`config.mk`:
```
export PLATFORM = sky130hd
export DESIGN_NAME = sync_fifo_ctr
export DESIGN_NICKNAME = d
export VERILOG_FILES = /design/src/rtl/sync_fifo_ctr.sv
export SDC_FILE = /design/constraint.sdc
export NUM_CORES = 1
export LEC_CHECK = 0
export CORE_ASPECT_RATIO = 1.1
export CORE_MARGIN = 5
export CORE_UTILIZATION = 50
export DETAILED_ROUTE_END_ITERATION = 8
export MAX_ROUTING_LAYER = met4
export PLACE_DENSITY = 0.8
export RECOVER_POWER = 25
export SYNTH_ARGS = -nofsm -noshare
export SYNTH_HDL_FRONTEND = slang
export SYNTH_SLANG_ARGS = --single-unit
```
`constraint.sdc`:
```
create_clock -name clk -period 3.1 [get_ports clk]
set_clock_uncertainty 0.15 [all_clocks]
set_input_delay 0.31 -clock clk [delete_from_list [all_inputs] [get_ports clk]]
set_output_delay 0.31 -clock clk [all_outputs]
set_load 0.1 [all_outputs]
```
`src/rtl/sync_fifo_ctr.sv`:
```
`default_nettype none
// ============================================================================
// Module   : sync_fifo_ctr
// Brief    : Single-clock FIFO with occupancy count, almost-full/almost-empty
//            thresholds, standard or FWFT read, and sticky error flags.
// Revision : 1.0
// ============================================================================
module sync_fifo_ctr #(
  parameter  int WIDTH    = 8,
  parameter  int DEPTH    = 16,
  parameter  int AF_LEVEL = DEPTH - 2,
  parameter  int AE_LEVEL = 2,
  parameter  int FWFT     = 0,
  localparam int AW       = $clog2(DEPTH)
) (
  input  logic             clk,
  input  logic             rst,
  input  logic             wr_en,
  input  logic [WIDTH-1:0] wr_data,
  output logic             full,
  output logic             almost_full,
  input  logic             rd_en,
  output logic [WIDTH-1:0] rd_data,
  output logic             rd_valid,
  output logic             empty,
  output logic             almost_empty,
  output logic [AW:0]      count,
  input  logic             err_clr,
  output logic             overflow,
  output logic             underflow
);

  localparam logic [AW:0] C_AF_LEVEL = AF_LEVEL[AW:0];
  localparam logic [AW:0] C_AE_LEVEL = AE_LEVEL[AW:0];
  localparam logic [AW:0] C_ONE      = {{AW{1'b0}}, 1'b1};

  logic [WIDTH-1:0] mem_q [DEPTH];

  logic [AW:0] wr_ptr_q, wr_ptr_d;
  logic [AW:0] rd_ptr_q, rd_ptr_d;
  logic [AW:0] count_q, count_d;
  logic        ovf_q, ovf_d;
  logic        unf_q, unf_d;

  logic             w_full;
  logic             w_empty;
  logic             w_wr_acc;
  logic             w_rd_acc;
  logic [WIDTH-1:0] w_head;

  // Full/empty come from pointers alone so they never see this cycle's requests.
  assign w_full   = (wr_ptr_q[AW-1:0] == rd_ptr_q[AW-1:0]) &&
                    (wr_ptr_q[AW] != rd_ptr_q[AW]);
  assign w_empty  = (wr_ptr_q == rd_ptr_q);
  assign w_wr_acc = wr_en & ~w_full;
  assign w_rd_acc = rd_en & ~w_empty;
  assign w_head   = mem_q[rd_ptr_q[AW-1:0]];

  always_comb begin
    wr_ptr_d = wr_ptr_q;
    rd_ptr_d = rd_ptr_q;
    count_d  = count_q;
    if (w_wr_acc) begin
      wr_ptr_d = wr_ptr_q + C_ONE;
    end
    if (w_rd_acc) begin
      rd_ptr_d = rd_ptr_q + C_ONE;
    end
    if (w_wr_acc && !w_rd_acc) begin
      count_d = count_q + C_ONE;
    end else if (w_rd_acc && !w_wr_acc) begin
      count_d = count_q - C_ONE;
    end
  end

  // A new error in the same cycle as err_clr must survive the clear.
  always_comb begin
    ovf_d = (ovf_q & ~err_clr) | (wr_en & w_full);
    unf_d = (unf_q & ~err_clr) | (rd_en & w_empty);
  end

  always_ff @(posedge clk or posedge rst) begin
    if (rst) begin
      wr_ptr_q <= '0;
      rd_ptr_q <= '0;
      count_q  <= '0;
      ovf_q    <= 1'b0;
      unf_q    <= 1'b0;
    end else begin
      wr_ptr_q <= wr_ptr_d;
      rd_ptr_q <= rd_ptr_d;
      count_q  <= count_d;
      ovf_q    <= ovf_d;
      unf_q    <= unf_d;
    end
  end

  always_ff @(posedge clk) begin
    if (w_wr_acc) begin
      mem_q[wr_ptr_q[AW-1:0]] <= wr_data;
    end
  end

  generate
    if (FWFT != 0) begin : g_fwft
      assign rd_data  = w_empty ? '0 : w_head;
      assign rd_valid = ~w_empty;
    end else begin : g_std
      logic [WIDTH-1:0] rd_data_q;
      logic             rd_valid_q;

      always_ff @(posedge clk or posedge rst) begin
        if (rst) begin
          rd_data_q  <= '0;
          rd_valid_q <= 1'b0;
        end else begin
          rd_valid_q <= w_rd_acc;
          if (w_rd_acc) begin
            rd_data_q <= w_head;
          end
        end
      end

      assign rd_data  = rd_data_q;
      assign rd_valid = rd_valid_q;
    end
  endgenerate

  assign full         = w_full;
  assign empty        = w_empty;
  assign count        = count_q;
  assign almost_full  = (count_q >= C_AF_LEVEL);
  assign almost_empty = (count_q <= C_AE_LEVEL);
  assign overflow     = ovf_q;
  assign underflow    = unf_q;

endmodule
`default_nettype wire

```
==> flow_summary.yaml <==
status:
  status: "finished clean"
drt:
  initialDrtViolationCount: 327
  drc: 0
  routedWlPerCell_um: 22.0
  via_count: 3321
  drt-total-wl_mm: 12.6
  viasPerCell: 5.82
  ant_nets: 0
  dr.pass1.iters: 5
timing:
  grt_setup_unrepaired: "false"
  worstMarginPinSlew_ps: 991
  fin_crit_sh_pct: 94.0
  final.setup.tns_ps: 0
  maxSlewViolCount: 0
  whs_ps: 283
  clock.fmax_mhz: 343
  layout_min_cycle_time_ps: 2910
  relSlewSlack_pct: 33.9
  setup_viol: 0
  worst_slack_ps: 186
  hold_viol_final: 0
global_route:
  grt_pass1_vias: 3421
  overflow: 0
  grt_first_pass_wirelength_mm: 19.8
  grt_max_degree: 52
  antenna_found_initial: 0
  grtUsageTotal_pct: 18.1
critical_path:
  cp_data_required_time_ps: 3280
  critical_path_class: "reg2reg"
  worst_r2r_endpoint: "count[4]$_DFFE_PP0P_"
  cp-end-kind: "register"
  cp-start-kind: "register"
  crit_arrival_ps: 3100
  rr_startpoint: "wr_ptr_q[1]$_DFFE_PP0P_"
  r2r_cells: 12
  worstPathMaxFanout: 5
  r2r_slack_ps: 190
floorplan:
  chipWidth_um: 118
  die_area_um2: 15200
  start_util_pct: 50.8
  core_um2: 12600
  ios: 33
  core.rowCount: 43
  chipHeight_um: 129
power:
  power.leakage_nw: 2.62
  power-per-cell-area_nw_per_um2: 1070
  irDropWorstVdd_v: 0.000902
  finalPower_w: 0.00794
min_path:
  worstHoldPathType: "in2async"
clock_tree:
  cts.path.max_buffers: 2
  hold_buffers: 0
  cts_buffers: 17
  htreeDepth: 4
  cts_tree: "done"
  clk_root_buffer_cell: "clkbuf_16"
  clkTransAtPathRegs_ps: 60
  worst_skew_pair.late_latency_ps: 410
  cts_sinks: 154
logic_synthesis:
  synth.top_cells.by_area: "edfxtp_1, dfrtp_1, mux4_2, mux4_1, nor2b_1"
  async_flop_share_pct: 16.9
  synth_edf_count: 128
  syn_area_per_cell_um2: 17.7
  synthFlopType: "edfxtp_1"
  synth.most_common_cell: "edfxtp_1"
  yosys-top-cells-count: "edfxtp_1, dfrtp_1, nor2b_1, a21oi_1"
  netlist_instances: 361
  synth_warnings: 0
  ys_seq_elements: 154
  mappedNetlistArea_um2: 6390
  netlist.area_leader.share_pct: 60.1
  ys_seq_area_share_pct: 70.3
  synth_cell_types: 39
  syn_nets: 384
  synth.largest_area_cell: "edfxtp_1"
final_layout:
  nFillCells: 901
  fin_cells: 571
  diodes: 0
  area_growth_pct: 15.8
  drive_above_1_share_pct: 22.2
  num-nets-final: 424
place:
  dp_cells: 538
  portBuffers: 32
  gp_congestion: 0.777
  dpl_worst_slack_ps: 120
  hpwl_mm: 7.83
job:
  cap_violations: 0
[repair_timing]
action	in CTS	in global routing
resized for setup	0	5
setup endpoints to repair	0	1
setup buffers	0	1
[flip-flops by register name, summed over array words and instances (netlist names)]
| register | flops |
|---|---|
| wr_ptr_q | 5 |
| rd_ptr_q | 5 |
| mem_q | 128 |
| count | 5 |
| underflow | 1 |
| rd_data | 8 |
| rd_valid | 1 |
| overflow | 1 |
[metal layers]
layer	part of all wire (%)	GRT usage [%]	vias to the layer above	wire, µm
li1	-	-	1491	-
met2	52	29.2	127	6520
met4	2.2	7.35	0	276
met5	0	-	-	0
met3	6.0	3.56	21	757
met1	40	22.7	1682	5010
[through the flow]
stage,cell area [µm²],util (%)
global route,7410,58.8
global placement,6830,54.2
finish,7410,58.8
floorplan,6410,-
detailed placement,6830,54.2
CTS,7380,58.6
[placed cells by master (no fill, tap or decap), types with 2 or more instances in the layout]
cell type / netlist / final
a2111oi_0: 3 / 2
a2111oi_1: 6 / 6
a211oi_1: 8 / 8
a21boi_2: 1 / 2
a21oi_1: 18 / 17
and2_1: 3 / 3
and3_1: 15 / 15
buf_12: 1 / 2
buf_4: 3 / 28
clkbuf_16: 0 / 17
clkdlybuf4s50_1: 0 / 6
clkinv_1: 0 / 3
clkinv_4: 0 / 2
clkinvlp_4: 0 / 3
dfrtp_1: 26 / 24
dfrtp_2: 0 / 2
dlygate4sd3_1: 0 / 6
edfxtp_1: 128 / 128
ha_1: 9 / 8
inv_1: 10 / 10
inv_6: 0 / 4
mux2_2: 9 / 9
mux2i_1: 9 / 9
mux4_1: 9 / 9
mux4_2: 15 / 15
nand2_1: 7 / 7
nand4_1: 3 / 3
nor2_1: 10 / 10
nor2b_1: 19 / 19
o21ai_0: 6 / 6
xnor2_1: 8 / 8
xor2_1: 8 / 8
[critical path, cell delays in order (launching register included)]
cell      delay [ps]
dfrtp_2          450
xor2_2           200
nor4_4           360
a21boi_2         110
inv_1            100
ha_4             150
inv_1             70
ha_1             320
nor2b_1          150
o21a_1           170
or3_1            320
a21oi_2          150
xor2_1           140
[final cells by class]
type / instances / area (µm²) / area share, %
Clock inverter: 14 / 121 / 1.64
Multi-Input combinational cell: 176 / 1760 / 23.7
Inverter: 10 / 37.5 / 0.507
Clock buffer: 18 / 429 / 5.79
Sequential cell: 154 / 4500 / 60.7
Tap cell: 157 / 196 / 2.65
Timing Repair Buffer: 42 / 370 / 5.00
[kinds of logic after synthesis]
group / after synthesis / share of synthesized area, %
compound gates: 46 / 4.83
buf+inv: 31 / 2.88
simple gates: 61 / 5.52
flops: 154 / 70.3
mux: 42 / 12.0
fa+ha+maj: 10 / 2.07
xor+xnor: 17 / 2.45
[power breakdown]
group          switching (W)  internal [W]
registers           0.000202       0.00260
logic                0.00215       0.00110
clock network       0.000793       0.00110
[how the worst max path moves through the flow]
stage,startpoint,endpoint,depth (start not counted)
floorplan,rd_ptr_q[1]$_DFFE_PP0P_,count[4]$_DFFE_PP0P_,14
global placement,wr_ptr_q[1]$_DFFE_PP0P_,count[4]$_DFFE_PP0P_,12
detailed placement,wr_ptr_q[1]$_DFFE_PP0P_,count[4]$_DFFE_PP0P_,11
CTS,wr_ptr_q[0]$_DFFE_PP0P_,count[4]$_DFFE_PP0P_,11
global route,wr_ptr_q[1]$_DFFE_PP0P_,count[4]$_DFFE_PP0P_,12
finish,wr_ptr_q[1]$_DFFE_PP0P_,count[4]$_DFFE_PP0P_,12
No activity file was read; power rests on OpenSTA's default activity.
